===== src/rtl/fas_serial_seq.sv =====
`default_nettype none
// ============================================================================
//  Module      : fas_serial_seq
//  Description : Bit-serial WIDTH-bit adder/subtractor sequencer. One operand
//                bit pair per clock (LSB first) through a single full
//                adder/subtractor cell; carry/borrow fed back each cycle.
//                start/busy/done handshake towards the host side.
//  Option      : define FAS_SIGNED_OVF_EN to add the two's-complement
//                overflow output ovf.
//  Revision    : 1.0 - initial release
// ============================================================================
module fas_serial_seq #(
  parameter int WIDTH = 8
) (
  input  logic             clk,
  input  logic             rst_n,
  input  logic             start,
  input  logic             a_ns,
  input  logic [WIDTH-1:0] op_a,
  input  logic [WIDTH-1:0] op_b,
  output logic             busy,
  output logic             done,
  output logic [WIDTH-1:0] result,
  output logic             cout
`ifdef FAS_SIGNED_OVF_EN
  ,
  output logic             ovf
`endif
);

  localparam int                CNT_W  = (WIDTH > 1) ? $clog2(WIDTH) : 1;
  localparam logic [CNT_W-1:0]  C_LAST = CNT_W'(WIDTH - 1);

  typedef enum logic [1:0] {
    S_IDLE = 2'd0,
    S_RUN  = 2'd1,
    S_DONE = 2'd2
  } state_t;

  state_t           r_state;
  logic [WIDTH-1:0] r_a;        // operand A, shifted right so bit k sits at [0]
  logic [WIDTH-1:0] r_b;        // operand B, shifted the same way
  logic [WIDTH-1:0] r_result;
  logic [CNT_W-1:0] r_cnt;
  logic             r_add;
  logic             r_c;        // carry (add) or borrow (subtract)
  logic             r_busy;
  logic             r_done;
  logic             r_cout;

  logic             w_abit;
  logic             w_bbit;
  logic             w_ax;
  logic             w_s;
  logic             w_cnext;

  // Bit cell: subtraction reuses the carry equation with A inverted.
  assign w_abit  = r_a[0];
  assign w_bbit  = r_b[0];
  assign w_ax    = r_add ? w_abit : ~w_abit;
  assign w_s     = w_abit ^ w_bbit ^ r_c;
  assign w_cnext = (w_ax & w_bbit) | (w_ax & r_c) | (w_bbit & r_c);

`ifdef FAS_SIGNED_OVF_EN
  logic r_ovf;
  logic w_ovf;
  // On the last bit the cell already sees the operand MSBs, so no separate
  // MSB capture is needed.
  assign w_ovf = r_add ? ((w_abit == w_bbit) && (w_s != w_abit))
                       : ((w_abit != w_bbit) && (w_s != w_abit));
  assign ovf   = r_ovf;
`endif

  // Sequencer FSM: accept, shift one bit per cycle, pulse done.
  always_ff @(posedge clk) begin
    if (!rst_n) begin
      r_state  <= S_IDLE;
      r_a      <= '0;
      r_b      <= '0;
      r_result <= '0;
      r_cnt    <= '0;
      r_add    <= 1'b0;
      r_c      <= 1'b0;
      r_busy   <= 1'b0;
      r_done   <= 1'b0;
      r_cout   <= 1'b0;
`ifdef FAS_SIGNED_OVF_EN
      r_ovf    <= 1'b0;
`endif
    end else begin
      case (r_state)
        S_IDLE: begin
          r_done <= 1'b0;
          if (start) begin
            r_a     <= op_a;
            r_b     <= op_b;
            r_add   <= a_ns;
            r_c     <= 1'b0;
            r_cnt   <= '0;
            r_busy  <= 1'b1;
            r_state <= S_RUN;
          end
        end
        S_RUN: begin
          r_result <= {w_s, r_result[WIDTH-1:1]};
          r_a      <= {1'b0, r_a[WIDTH-1:1]};
          r_b      <= {1'b0, r_b[WIDTH-1:1]};
          r_c      <= w_cnext;
          r_cnt    <= r_cnt + 1'b1;
          if (r_cnt == C_LAST) begin
            r_cout  <= w_cnext;
`ifdef FAS_SIGNED_OVF_EN
            r_ovf   <= w_ovf;
`endif
            r_busy  <= 1'b0;
            r_done  <= 1'b1;
            r_state <= S_DONE;
          end
        end
        S_DONE: begin
          r_done  <= 1'b0;
          r_state <= S_IDLE;
        end
        default: begin
          r_busy  <= 1'b0;
          r_done  <= 1'b0;
          r_state <= S_IDLE;
        end
      endcase
    end
  end

  assign busy   = r_busy;
  assign done   = r_done;
  assign result = r_result;
  assign cout   = r_cout;

endmodule
`default_nettype wire


===== config.mk =====
export PLATFORM = sky130hd
export DESIGN_NAME = fas_serial_seq
export DESIGN_NICKNAME = d
export VERILOG_FILES = /design/src/rtl/fas_serial_seq.sv
export SDC_FILE = /design/constraint.sdc
export NUM_CORES = 1
export LEC_CHECK = 0
export BUFFER_PORTS_ARGS = -buffer_cell sky130_fd_sc_hd__buf_2
export CORE_MARGIN = 2
export CORE_UTILIZATION = 57
export DETAILED_ROUTE_END_ITERATION = 7
export PLACE_DENSITY = 0.83
export SLEW_MARGIN = 20
export SYNTH_ARGS = -nofsm -noshare
export SYNTH_HDL_FRONTEND = slang
export SYNTH_SLANG_ARGS = --single-unit

===== constraint.sdc =====
create_clock -name clk -period 2.9 [get_ports clk]
set_input_delay 0.435 -clock clk [delete_from_list [all_inputs] [get_ports clk]]
set_output_delay 0.435 -clock clk [all_outputs]
set_load 0.05 [all_outputs]

# After elaboration in Yosys (flattened, before gate mapping)
# Index checks and enable logic that the tools add are counted.
totals:
  wordCells: 48
  out_inout_bits: 11
  input_bits: 20
  register_bits: 34
op_classes:
  n_mux: 15
  add_sub_neg: 1
  bitwise: 9
  n_reduce_logical: 8
  eq_ne: 5
op_table:
  columns: ["cell", "count"]
  rows:
  - ["8-bit one-hot mux with 2 select lines", 2]
  - ["8-bit two-way mux", 2]
  - ["2-bit AND reduction", 5]
  - ["3-bit one-hot mux with 2 select lines", 1]
  - ["1-bit two-way mux", 4]
  - ["2-bit two-way mux", 2]
  - ["2-bit != test, second input constant", 2]
  - ["2-bit one-hot mux with 2 select lines", 1]
  - ["3-bit by 1-bit adder with 3-bit output, second input constant", 1]
  - ["1-bit AND", 3]
  - ["3-bit == test, second input constant", 1]
  - ["3-bit two-way mux", 1]
  - ["1-bit one-hot mux with 3 select lines", 1]
  - ["3-bit AND reduction", 1]
  - ["2-bit by 1-bit == test with 1-bit output, second input constant", 1]
  - ["2-bit == test, second input constant", 1]
  - ["2-bit zero test", 1]
  - ["1-bit inverter", 2]
  - ["1-bit OR", 2]
  - ["1-bit one-hot mux with 2 select lines", 1]
  - ["2-bit nonzero test", 1]
  - ["1-bit XOR", 2]

# Longest topological paths before layout
# Gate-level depths: netlist of run 1.
depth:
  word_depth: 6
  mapped_depth: 6
  mapped_depth_nobuf: 5

# Least setup slack after synthesis of run 1
# Ideal clock, no wire load.
synth_timing:
  kind: "register to register"
  start: "register r_cnt[0]"
  end: "register r_cout, in the netlist cout"
  path_stages_with_launch: 6
  setup_ns: 0.125
  t_arrival_ns: 1.050
  setup_slack_ns: 1.725
  period_less_slack_ns: 1.175
  path_cell_list: "dfxtp_1 > ha_1 > ha_1 > and3b_1 > o21ai_0 > a31oi_1"
synth_via:
  elab_chain_cells: 2
synth_lines:
  columns: ["item", "line_no", "source"]
  rows:
  - ["start, declared", "44", "logic [CNT_W-1:0] r_cnt;"]
  - ["start signal, assigned", "109", "r_cnt <= r_cnt + 1'b1;"]
  - ["3-bit == test", "110", "if (r_cnt == C_LAST) begin"]
  - ["2-bit AND reduction (no line)", null, null]
  - ["end signal, assigned", "111", "r_cout <= w_cnext;"]
  - ["end, declared", "49", "logic r_cout;"]
# No other way between the ends.
# A chain may end at the register's enable or synchronous reset.

# Final worst setup path of run 1
layout_timing:
  start: "register r_state[0]"
  end: "register r_b[2]"
layout_via:
  elab_chain_cells: 3
layout_lines:
  columns: ["item", "line_no", "source"]
  rows:
  - ["start, declared", "40", "state_t r_state;"]
  - ["start signal, assigned", "77", "r_state <= S_IDLE;"]
  - ["start signal, assigned", "101", "r_state <= S_RUN;"]
  - ["start signal, assigned", "117", "r_state <= S_DONE;"]
  - ["2-bit by 1-bit == test with 1-bit output / 2-bit zero test (equally long branches)", "91", "case (r_state)"]
  - ["2-bit nonzero test (no line) / 2-bit != test (equally long branches)", null, null]
  - ["2-bit AND reduction (no line)", null, null]
  - ["end signal, assigned", "96", "r_b <= op_b;"]
  - ["end signal, assigned", "107", "r_b <= {1'b0, r_b[WIDTH-1:1]};"]
  - ["end, declared", "42", "logic [WIDTH-1:0] r_b;"]
# Parallel ways exist; a longest one is shown, timed or not.

==> impl_metrics.env, run 1 <==
export IMPL_r2r_start="r_state[0]"
export IMPL_final_fill_count=209
export IMPL_synth_edf_count=0
export IMPL_clock_latency_ns=0.33
export IMPL_tightest_slew_ns=0.6247
export IMPL_ys_ff_latch=34
export IMPL_worstPathArrival_ns=1.88
export IMPL_yosysMostFrequentCell="dfxtp_1"
export IMPL_regArea_um2=680.7
export IMPL_crit_end="r_b[2]"
export IMPL_vias=1268
export IMPL_cts_buffer_depth=2
export IMPL_grt_pass1_vias=1050
export IMPL_start_util_pct=59.99
export IMPL_cts_made_buffers=5
export IMPL_gr_total_overflow=0
export IMPL_syn_area_per_cell_um2=8.766
export IMPL_syn2layout_area_growth_pct=10.20
export IMPL_drtAntennaViolNets=0
export IMPL_dieArea_um2=3006
export IMPL_yosysSeqAreaShare_pct=46.22
export IMPL_drt_iter0_drc=21
export IMPL_ys_flop_type="dfxtp_1"
export IMPL_pwr_density_cell_nw_per_um2=538.9
export IMPL_core_area_um2=2455
export IMPL_clkPwrFrac_pct=26.9
export IMPL_final_hold_viol_count=0
export IMPL_fmax_mhz=623.2
export IMPL_worst_ep_required_time_ns=3.17
export IMPL_drive_gt1_share_pct=20.73
export IMPL_grt_use_total_pct=22.22
export IMPL_n_antenna_cell=0
export IMPL_drt_pre_antenna_iters=4
export IMPL_netlist_instances=168
export IMPL_hold_path_class="input pin to flop"
export IMPL_multi_input_area_um2=709.4
export IMPL_cp_startpoint="r_state[0]"
export IMPL_critPathKind="flop to flop"
export IMPL_cp_num_buf_inv=0
export IMPL_ios=31
export IMPL_synth_top_area_cell="dfxtp_1"
export IMPL_yosysWarnings=0
export IMPL_grt_max_degree=38
export IMPL_die_w_um=54.83
export IMPL_period_share_pct=55.34
export IMPL_synth_top_cell_area_share_pct=46.22
export IMPL_path_common_cell="a21oi_1"
export IMPL_ir_drop_mv=0.4308
export IMPL_share_comb_of_total_power_pct=14.3
export IMPL_reg2regPathDepth=3
export IMPL_gp_congestion=0.6802
export IMPL_cts_resized=0
export IMPL_cp_slowest_stage_delay_ns=0.63
export IMPL_nNetsFinal=215
export IMPL_critPathTopFamily="simple AND/OR/NAND/NOR gates"
export IMPL_slowest_stage="nor2b_4"
export IMPL_cts_tree="yes"
export IMPL_fin_crit_ns=1.605
export IMPL_startpoint_type="flop"
export IMPL_syn_nets=190
export IMPL_p_int_mw=0.6333
export IMPL_num_rows=18
export IMPL_ys_top_cells_by_area="dfxtp_1 46%, a21oi_1 11%, nand2_1 7.9%"
export IMPL_cts_hold_buffers=0
export IMPL_grt_pass1_wl_mm=4.643
export IMPL_port_buffers=30
export IMPL_numClockSinks=34
export IMPL_holdWs_ns=0.3312
export IMPL_post_cts_buffers=0
export IMPL_ctsRootBufferMaster="clkbuf_4"
export IMPL_chipHeight_um=54.83
export IMPL_maxCapViolations=0
export IMPL_fin_tns_setup_ns=0
export IMPL_htree_levels=2
export IMPL_status="complete, no violations"
export IMPL_rsz0062_at_grt="no"
export IMPL_setup_viol=0
export IMPL_synth_area_um2=1473
export IMPL_p_seq_share_pct=58.8
export IMPL_cp_depth=3
export IMPL_p_switching_mw=0.2413
export IMPL_finClkSkew_ns=0.008227
export IMPL_postRouteWirelength_mm=2.911
export IMPL_reg2reg_slack_ns=1.30
export IMPL_synthArstFlopShare_pct=0
export IMPL_avgViaCountPerCell=5.686
export IMPL_rr_endpoint="r_b[2]"
export IMPL_maxSlewHeadroom_pct=58.26
export IMPL_drc=0
export IMPL_power_leakage_nw=0.7114
export IMPL_post_dp_hpwl_mm=1.900
export IMPL_clk_pin_slew_worst_paths_ns=0.09
export IMPL_wl_per_cell_um=13.05
export IMPL_switching_share_pct=27.59
export IMPL_drv_slew=0
export IMPL_endpoint_kind="flop"
export IMPL_synthTopCellsByCount="34 x dfxtp_1, 31 x a21oi_1, 31 x nand2_1"
export IMPL_grt_antenna_before_repair=0
export IMPL_crit_fanout=29
export IMPL_yosysUniqueCellTypes=33
export IMPL_p_total_mw=0.8746
export IMPL_crit_chain="nor2b_4 > a21oi_1 > a21oi_1"
## per-stage QoR
step / instance area, µm² / util [%] / instances / setup slack, ns
3_5_place_dp: 1578 / 64.27 / 216 / 1.335
4_1_cts: 1623 / 66.11 / 223 / 1.301
5_1_grt: 1623 / 66.11 / 223 / 1.135
3_3_place_gp: 1578 / 64.27 / 216 / 1.422
6_report: 1623 / 66.11 / 223 / 1.295
2_1_floorplan: 1473 / - / 168 / 1.725
## power groups by stage
stage	Combinational [mW]	Clock (mW)	Sequential (mW)
finish	0.125	0.235	0.514
global route	0.140	0.257	0.518
CTS	0.125	0.242	0.514
detailed placement	0.125	0	0.525
global placement	0.120	0	0.523
floorplan	0.0966	0	0.527
## metal layers
layer	global-route usage [%]	wire, µm
met5	0	0
met4	8.750	52
met3	8.197	135
met2	34.13	1357
met1	28.06	1366
## registers in the layout (all words and copies together) (netlist names)
register / flops
done: 1
r_state: 2
result: 8
r_b: 8
cout: 1
r_cnt: 3
r_a: 8
busy: 1
r_c: 1
r_add: 1
## worst min path at each step
stage | startpoint | to | slack [ns] | depth (start not counted)
2_1_floorplan | r_c | r_c | 0.48 | 2
3_3_place_gp | result[3] | result[2] | 0.45 | 2
3_5_place_dp | result[2] | result[1] | 0.45 | 2
4_1_cts | op_b[2] | r_b[2] | 0.32 | 3
5_1_grt | op_b[6] | r_b[6] | 0.32 | 3
6_report | op_b[2] | r_b[2] | 0.33 | 3
## worst reg2reg max path: stages (launching register included)
cell	delay, ns
dfxtp_1	0.56
nor2b_4	0.63
a21oi_1	0.19
a21oi_1	0.16
## kinds of logic (layout without fill, tap and decap cells)
kind of cell             Yosys count  count (layout)  synth area share [%]
AO/OA/AOI/OAI                     67              67                 27.27
XOR/XNOR                           2               2                 1.190
adder cells (fa/ha/maj)            2               2                 1.699
buffers and inverters             12              37                 5.607
flip-flops                        34              34                 46.22
multiplexers                       1               1                0.6797
AND/OR/NAND/NOR                   50              50                 17.33
## layout by cell type (no fill, tap or decap), types with 2 or more instances in the layout
cell and instances:
clkbuf_1 2, a21oi_1 31, nand2b_1 4, dfxtp_1 34, buf_2 30, ha_1 2
a21boi_1 6, o211a_1 2, o21ai_0 17, nand2_1 31, clkbuf_4 5, nand3_1 2
nor2b_1 6, a22oi_1 4
## area by class of cell
type	instances	area share, %
Tap cell	30	2.313
Clock buffer	7	2.776
Multi-Input combinational cell	122	43.72
Sequential cell	34	41.94
Timing Repair Buffer	30	9.252
Power figures use the tool's default switching activity.
==> run 2, diff against run 1 <==
CORE_UTILIZATION = 53   (was 57)
PLACE_DENSITY = 0.78   (was 0.83)
clock period = 1.5 ns   (was 2.9 ns; I/O delays follow)
==> run 2 against run 1 <==
Net effect: clock skew is 0.0035 ns lower; utilization is 4.9 points lower; design area is 1.4% higher; final cell count is 1.3% higher; sequential share of layout area is 0.50 points lower; die area is 7.0% higher; first-iteration DRC count is 76% higher.
==> impl_metrics.env, run 2 (synthesized netlist as in run 1, its figures left out) <==
export IMPL_dp_cells=219
export IMPL_fin_cells=226
export IMPL_grt_max_degree=38
export IMPL_chipHeight_um=56.71
export IMPL_final_hold_viol_count=0
export IMPL_crit_fanout=15
export IMPL_avgViaCountPerCell=5.535
export IMPL_cp_startpoint="r_state[1]"
export IMPL_endpoint_kind="flop"
export IMPL_drt_pre_antenna_iters=4
export IMPL_switching_share_pct=27.47
export IMPL_cts_hold_buffers=0
export IMPL_fin_tns_setup_ns=0
export IMPL_postRouteWirelength_mm=2.978
export IMPL_n_antenna_cell=0
export IMPL_p_seq_share_pct=58.6
export IMPL_tightest_slew_ns=0.5325
export IMPL_cts_buffer_depth=2
export IMPL_port_buffers=30
export IMPL_dpl_cell_area_um2=1594
export IMPL_multi_input_area_um2=714.4
export IMPL_pwr_density_cell_nw_per_um2=1032
export IMPL_num_rows=19
export IMPL_startpoint_type="flop"
export IMPL_clk_pin_slew_worst_paths_ns=0.09
export IMPL_final_cell_mix="33 x dfxtp_1, 31 x a21oi_1, 31 x nand2_1"
export IMPL_wl_per_cell_um=13.18
export IMPL_hold_path_class="input pin to flop"
export IMPL_core_area_um2=2686
export IMPL_grt_pass1_vias=1159
export IMPL_share_comb_of_total_power_pct=14.8
export IMPL_worstPathArrival_ns=1.54
export IMPL_critPathKind="flop to flop"
export IMPL_post_dp_hpwl_mm=2.020
export IMPL_dieArea_um2=3216
export IMPL_fin_crit_ns=1.284
export IMPL_worst_ep_required_time_ns=1.76
export IMPL_drive_gt1_share_pct=22.05
export IMPL_syn2layout_area_growth_pct=11.72
export IMPL_slowest_stage="o21ba_2"
export IMPL_worstHoldStart="op_b[2]"
export IMPL_p_int_mw=1.231
export IMPL_clkPwrFrac_pct=26.7
export IMPL_cp_slowest_stage_delay_ns=0.45
export IMPL_die_w_um=56.71
export IMPL_ir_drop_mv=0.7195
export IMPL_drv_slew=0
export IMPL_r2r_start="r_state[1]"
export IMPL_maxCapViolations=0
export IMPL_vias=1251
export IMPL_design_area_um2=1645
export IMPL_cts_made_buffers=5
export IMPL_gp_congestion=0.7089
export IMPL_drt_iter0_drc=37
export IMPL_rsz0062_at_grt="no"
export IMPL_regArea_um2=681.9
export IMPL_grt_antenna_before_repair=0
export IMPL_finClkSkew_ns=0.004678
export IMPL_grt_use_total_pct=20.21
export IMPL_reg2reg_slack_ns=0.22
export IMPL_post_cts_buffers=0
export IMPL_fmax_mhz=778.5
export IMPL_grt_pass1_wl_mm=4.961
export IMPL_nNetsFinal=217
export IMPL_status="complete, no violations"
export IMPL_numClockSinks=34
export IMPL_drc=0
export IMPL_crit_chain="o21ba_2 > o21ai_0 > a21oi_1"
export IMPL_final_fill_count=248
export IMPL_final_common_cell="dfxtp_1"
export IMPL_htree_levels=2
export IMPL_period_share_pct=85.63
export IMPL_gr_total_overflow=0
export IMPL_start_util_pct=54.82
export IMPL_setup_viol=0
export IMPL_cts_tree="yes"
export IMPL_drtAntennaViolNets=0
export IMPL_p_switching_mw=0.4662
export IMPL_clock_latency_ns=0.33
export IMPL_maxSlewHeadroom_pct=64.50
export IMPL_power_leakage_nw=0.7231
export IMPL_ios=31
export IMPL_ctsRootBufferMaster="clkbuf_4"
run 2: final timing paths:
kind	cells after the start	to
max reg2reg	3	r_b[6]
min reg2reg	2	result[0]
max	3	r_b[6]
min	3	r_b[2]
run 2: critical path, delay by kind of cell, from the launching register on:
kind               cells  cell delay (ns)
DFF                    1             0.42
AOI/OAI and AO/OA      3             0.79
run 2: cell type report:
class | instances | share of cell area [%]
Clock buffer | 7 | 2.738
Multi-Input combinational cell | 122 | 43.42
Sequential cell | 34 | 41.44
Tap cell | 31 | 2.357
Timing Repair Buffer | 32 | 10.04
run 2: metal layers:
metal | routed length (µm) | vias to the layer above | global-route usage (%)
met3 | 137 | 5 | 6.912
met2 | 1451 | 29 | 33.06
met4 | 50 | 0 | 7.143
li1 | - | 639 | -
met1 | 1339 | 578 | 24.53
met5 | 0 | - | 0
run 2: timing repair:
action	4_1_cts	5_1_grt
endpoints found under the hold margin	0	0
setup endpoints to repair	0	1
resized for setup	0	2
run 2: power groups by stage:
| stage | registers (mW) | logic (mW) | clock network [mW] |
|---|---|---|---|
| after floorplan | 1.02 | 0.187 | 0 |
| after global placement | 1.01 | 0.237 | 0 |
| after detailed placement | 1.01 | 0.249 | 0 |
| after CTS | 0.993 | 0.251 | 0.469 |
| after global routing | 1.00 | 0.279 | 0.507 |
| final | 0.994 | 0.251 | 0.452 |
run 2: through the flow:
step           worst slack (ns)  total power, mW  hold WS (ns)  utilization (%)
2_1_floorplan            0.3248            1.206        0.3591                -
3_3_place_gp             0.2130            1.248        0.4505            59.34
3_5_place_dp             0.1295            1.262        0.4626            59.34
4_1_cts                  0.1110            1.712        0.1103            61.02
5_1_grt                  0.1032            1.788        0.1096            61.25
6_report                 0.2155            1.697        0.1205            61.25
